`src/rtl/blowfish_encrypt_iter.sv`:
```
// Iterative Blowfish-style block encryptor.
// The key schedule and S-boxes are simplified: subkeys are P[i] ^ key word, and each S-box is a
// fixed XOR pattern.
// One Feistel round runs per clock: accept, 16 rounds, a final whitening cycle, then the result
// is held until it is taken.
module blowfish_encrypt_iter (
  input  logic         clock,
  input  logic         reset,
  input  logic [63:0]  plaintext,
  input  logic [127:0] key,
  input  logic         in_valid,
  output logic         in_ready,
  output logic [63:0]  ciphertext,
  output logic         out_valid,
  input  logic         out_ready,
  output logic         busy
);

  typedef enum logic [1:0] {StIdle, StRound, StFinal, StDone} state_e;

  localparam logic [31:0] PArray [18] = '{
    32'h243f6a88, 32'h85a308d3, 32'h13198a2e, 32'h03707344, 32'ha4093822, 32'h299f31d0,
    32'h082efa98, 32'hec4e6c89, 32'h452821e6, 32'h38d01377, 32'hbe5466cf, 32'h34e90c6c,
    32'hc0ac29b7, 32'hc97c50dd, 32'h3f84d5b5, 32'hb5470917, 32'h9216d5d9, 32'h8979fb1b
  };

  state_e         state_q, state_d;
  logic [31:0]    xl_q, xl_d, xr_q, xr_d;
  logic [3:0]     r_q, r_d;
  logic [127:0]   key_q, key_d;
  logic [63:0]    ct_q, ct_d;
  logic           ov_q, ov_d;
  logic [31:0]    t, f_t;

  // Word 0 is the most significant 32 bits of the key.
  function automatic logic [31:0] key_word(input logic [127:0] k, input logic [1:0] idx);
    logic [31:0] w;
    case (idx)
      2'd0:    w = k[127:96];
      2'd1:    w = k[95:64];
      2'd2:    w = k[63:32];
      default: w = k[31:0];
    endcase
    return w;
  endfunction

  function automatic logic [31:0] subkey(input logic [4:0] idx, input logic [127:0] k);
    return PArray[idx] ^ key_word(k, idx[1:0]);
  endfunction

  // S-boxes are constant XOR patterns, so no lookup tables are needed.
  function automatic logic [31:0] f_round(input logic [31:0] x);
    logic [31:0] s1, s2, s3, s4;
    s1 = {24'h0, x[31:24]} ^ 32'h243f6a88;
    s2 = {24'h0, x[23:16]} ^ 32'h85a308d3;
    s3 = {24'h0, x[15:8]}  ^ 32'h13198a2e;
    s4 = {24'h0, x[7:0]}   ^ 32'h03707344;
    return ((s1 + s2) ^ s3) + s4;
  endfunction

  assign t   = xl_q ^ subkey({1'b0, r_q}, key_q);
  assign f_t = f_round(t);

  // Next-state and datapath update for the accept / round / final / hold sequence.
  always_comb begin
    state_d = state_q;
    xl_d    = xl_q;
    xr_d    = xr_q;
    r_d     = r_q;
    key_d   = key_q;
    ct_d    = ct_q;
    ov_d    = ov_q;
    case (state_q)
      StIdle: begin
        if (in_valid) begin
          xl_d    = plaintext[63:32];
          xr_d    = plaintext[31:0];
          key_d   = key;
          r_d     = 4'd0;
          state_d = StRound;
        end
      end
      StRound: begin
        xl_d = xr_q ^ f_t;
        xr_d = t;
        r_d  = r_q + 4'd1;
        if (r_q == 4'd15) state_d = StFinal;
      end
      StFinal: begin
        ct_d    = {xr_q ^ subkey(5'd17, key_q), xl_q ^ subkey(5'd16, key_q)};
        ov_d    = 1'b1;
        state_d = StDone;
      end
      StDone: begin
        if (out_ready) begin
          ov_d    = 1'b0;
          state_d = StIdle;
        end
      end
      default: state_d = StIdle;
    endcase
  end

  // State register with synchronous active-low reset that clears everything.
  always_ff @(posedge clock) begin
    if (!reset) begin
      state_q <= StIdle;
      xl_q    <= 32'h0;
      xr_q    <= 32'h0;
      r_q     <= 4'd0;
      key_q   <= 128'h0;
      ct_q    <= 64'h0;
      ov_q    <= 1'b0;
    end else begin
      state_q <= state_d;
      xl_q    <= xl_d;
      xr_q    <= xr_d;
      r_q     <= r_d;
      key_q   <= key_d;
      ct_q    <= ct_d;
      ov_q    <= ov_d;
    end
  end

  assign in_ready   = (state_q == StIdle);
  assign busy       = (state_q == StRound) || (state_q == StFinal);
  assign ciphertext = ct_q;
  assign out_valid  = ov_q;

endmodule

```
`config.mk`:
```
export PLATFORM = sky130hd
export DESIGN_NAME = blowfish_encrypt_iter
export DESIGN_NICKNAME = d
export VERILOG_FILES = /design/src/rtl/blowfish_encrypt_iter.sv
export SDC_FILE = /design/constraint.sdc
export NUM_CORES = 1
export LEC_CHECK = 0
export ABC_CLOCK_PERIOD_IN_PS = 6400
export BUFFER_PORTS_ARGS = -buffer_cell sky130_fd_sc_hd__buf_2
export CAP_MARGIN = 20
export CORE_UTILIZATION = 50
export CTS_BUF_LIST = sky130_fd_sc_hd__clkbuf_16
export DETAILED_ROUTE_END_ITERATION = 6
export PLACE_DENSITY = 0.74
export SLEW_MARGIN = 20
export SYNTH_ARGS = -nofsm -noshare
export SYNTH_HDL_FRONTEND = slang
export SYNTH_SLANG_ARGS = --single-unit
export TNS_END_PERCENT = 30
```
`constraint.sdc`:
```
create_clock -name clock -period 6.4 [get_ports clock]
set_input_delay 1.28 -clock clock [delete_from_list [all_inputs] [get_ports clock]]
set_output_delay 1.28 -clock clock [all_outputs]
set_load 0.05 [all_outputs]
```
==> summary.md <==
| Metric | Value |
|---|---|
| Syn nets | 1831 |
| Yosys warnings | 0 |
| Actual slew at the worst max-slew pin | 1060 ps |
| Library cell with the highest instance count after synthesis | nand2_1 |
| DP HPWL | 31900 µm |
| Placed Area | 0.0143 mm² |
| DRC | 0 |
| Finished Cell Area | 0.0153 mm² |
| Syn Inst Count | 1606 |
| Final setup fails | 0 |
| Cells after DPL | 2090 |
| Synth cell types | 58 |
| Hold path start | key_q[37]$_SDFFE_PN0P_ |
| # fillers | 2354 |
| Reg2reg setup slack | 920 ps |
| R2r worst-path depth | 20 |
| Vias | 12200 |
| Clock Tree Buf Depth | 3 |
| Post-synth top cells | nand2_1, dfxtp_1, a21oi_1 |
| CTS tree | built |
| Setup Fix Bufs, Post-CTS | 0 |
| Critical R2R Capture | xl_q[10]$_SDFFE_PN0P_ |
| Final Cycle Share | 85.6% |
| PortBufs | 262 |
| Htree depth | 1 |
| Clk_lat worst skew | 560 ps |
| Final Max Tran Viols | 0 |
| Synth top area share | 40.7% |
| Post-CTS resize count | 0 |
| Main synth FF type | dfxtp_1 |
| Async SR Flop Fraction | 0% |
| Synth Register Bits | 263 |
| Min Tclk post-route | 5480 ps |
| Hold Crit Class | flop to flop |
| CTS Buf Count | 27 |
| Layout area overhead | 18.0% |
| CP bufs+invs | 2 |
| Yosys top cell by area | dfxtp_1 |
| Post-synthesis cell area | 0.0129 mm² |
| Cell Pwr Density | 659 mW/mm² |
| Worst setup SP type | flop |
| Cts hold-fix bufs | 0 |
| Initial drt markers | 1539 |
| Cell chain of the critical path | inv_1, ha_1, a222oi_1, a21oi_1, xor2_1, inv_1, ha_1, a21o_1, maj3_1, a211oi_1, a21oi_1, a21o_1, a21oi_1, xnor2_1, ha_1, a21oi_1, nand2_1, a311oi_1, mux2_1, a21oi_2 |
| Mean area per synthesized cell | 8.05 µm² |
| Reg-to-reg startpoint | r_q[1]$_SDFFE_PN0P_ |
| Initial antenna violation count | 1 |
| Initial Util | 51.2% |
| Die height | 163 µm |
| Post-synth EDFFs | 0 |
| Status | complete, no violations |
| Nets@finish | 2014 |
| Die W | 163 µm |
| CTS Root Cell | clkbuf_16 |
| First-pass GRT wire length | 63900 µm |
| Die Area | 0.0265 mm² |
| Reg clk slew, reported paths | 60 ps |
| Clk_skew | 17.2 ps |
| Fin. Hold Viols | 0 |
| Largest net degree at the start of global routing | 140 |
| Share of cells above drive strength 1 | 18.7% |
| Grt total ovfl | 0 |
| Max Cap Viol | 0 |
| Worst IR Drop VDD | 0.000645 V |
| Drt wl/cell | 20.0 µm |
| Hold EP | key_q[37]$_SDFFE_PN0P_ |
| Overall routing resource usage | 31.7% |
| CP max FO | 22 |
| Setup TNS Final | 0 ps |
| Number of core rows | 58 |
| DRT Wirelength | 42700 µm |
| Sequential fraction of the synthesis area | 40.7% |
| Post-DRT Antenna Nets | 0 |
| Hold depth | 2 |
| Total core area | 0.0253 mm² |
| CP required | 6880 ps |
| RD Place Congestion | 0.937 |
| ANT cells | 0 |
| Synth top area cells | dfxtp_1, xnor2_1, nand2_1, a21oi_1, nor2_1 |
| CTS sink cnt | 263 |
| First drt pass iteration count | 6 |
| Final non-filler cell total | 2138 |
| CP dominant cell by count | a21oi_1 |
| Io pins | 263 |
| Leakage power | 6.15 nW |
| CP max stage cell | dfxtp_1 |
| Vias in the first global route | 11200 |
| Drt via density | 5.70 |
| RSZ-0062 raised after global routing | false |
| Largest stage delay, worst path | 590 ps |
| Max-slew headroom | 29.4% |
| Crit Path Class | flop to flop |
| Fmax | 183 MHz |
| Critical Path Sink Type | flop |
| Delay-heaviest family, CP | compound AO/OA/AOI/OAI gates |
| CP arrival | 5960 ps |
[worst reg2reg max path: cells and delay by family (launching register included)]
family	cells	cell delay, ps
AOI/OAI and AO/OA	10	2090
adders and majority gates	4	1470
DFF	1	590
xor gates and xnor gates	2	500
muxes	1	370
buffers and inverters	2	260
and+or+nand+nor	1	100
[worst max-delay path by stage]
stage                              startpoint                     to  cells past startpoint
after global placement    r_q[1]$_SDFFE_PN0P_  xl_q[10]$_SDFFE_PN0P_                     20
after CTS                 r_q[1]$_SDFFE_PN0P_   xl_q[9]$_SDFFE_PN0P_                     20
after floorplan           r_q[0]$_SDFFE_PN0P_   xl_q[9]$_SDFFE_PN0P_                     22
final                     r_q[1]$_SDFFE_PN0P_  xl_q[10]$_SDFFE_PN0P_                     20
after global routing      r_q[0]$_SDFFE_PN0P_   xl_q[9]$_SDFFE_PN0P_                     21
after detailed placement  r_q[0]$_SDFFE_PN0P_   xl_q[9]$_SDFFE_PN0P_                     21
[cell type report]
class                           instances  area [µm²]  area share [%]
Multi-Input combinational cell       1199        7140            46.8
Tap cell                              330         413            2.71
Clock buffer                           27         676            4.43
Timing Repair Buffer                  278        1430            9.38
Sequential cell                       263        5270            34.5
Clock inverter                         21         253            1.66
Inverter                               20        80.1           0.525
[where the power goes]
part           internal (mW)  total [mW]  switching [mW]
clock                  0.976        1.66           0.688
sequential              2.12        2.65           0.527
combinational           2.28        5.75            3.47
[through the flow]
step	total power, mW	hold WS (ps)	worst slack (ps)	util [%]
global placement	8.21	445	1170	56.7
global route	10.7	479	513	60.4
finish	10.1	457	922	60.4
floorplan	6.94	433	1450	-
CTS	10.0	458	958	60.4
detailed placement	8.36	450	1000	56.7
[registers in the layout (all words and copies together) (netlist names)]
name,count
key_q,128
ciphertext,64
xl_q,32
xr_q,32
r_q,4
state_q,2
out_valid,1
[cells by family after synthesis]
family                     count (synthesis)  synth area share [%]
buffers and inverters                    144                  4.36
AOI/OAI and AO/OA                        400                  19.3
xor gates and xnor gates                 159                  11.0
and+or+nand+nor                          547                  16.6
adders and majority gates                 31                  3.09
DFF                                      263                  40.7
muxes                                     62                  4.91
[cell usage in the layout, fill, tap and decap left out, types with 3 or more instances in the layout]
| cell | instances |
|---|---|
| a211oi_1 | 67 |
| a21o_1 | 10 |
| a21oi_1 | 207 |
| a222oi_1 | 32 |
| a22oi_1 | 3 |
| a31oi_1 | 6 |
| buf_2 | 262 |
| buf_4 | 16 |
| bufinv_16 | 5 |
| clkbuf_16 | 27 |
| clkinv_1 | 3 |
| clkinv_2 | 4 |
| clkinvlp_4 | 3 |
| dfxtp_1 | 263 |
| ha_1 | 25 |
| inv_1 | 22 |
| mux2i_1 | 59 |
| nand2_1 | 311 |
| nand2b_1 | 5 |
| nand3_1 | 8 |
| nor2_1 | 194 |
| nor2b_1 | 5 |
| nor3_1 | 9 |
| o211ai_1 | 16 |
| o21ai_0 | 39 |
| or3_1 | 4 |
| xnor2_1 | 134 |
| xor2_1 | 23 |
[per-layer routing]
layer	vias to the layer above	routed length [µm]	GRT usage (%)	part of all wire (%)
li1	5830	-	-	-
met1	5658	19000	47.9	45
met4	0	1460	10.7	3.4
met5	-	0	0	0
met3	87	4630	5.55	11
met2	620	17600	44.9	41
Note: power is estimated with default switching activity, not from simulation.
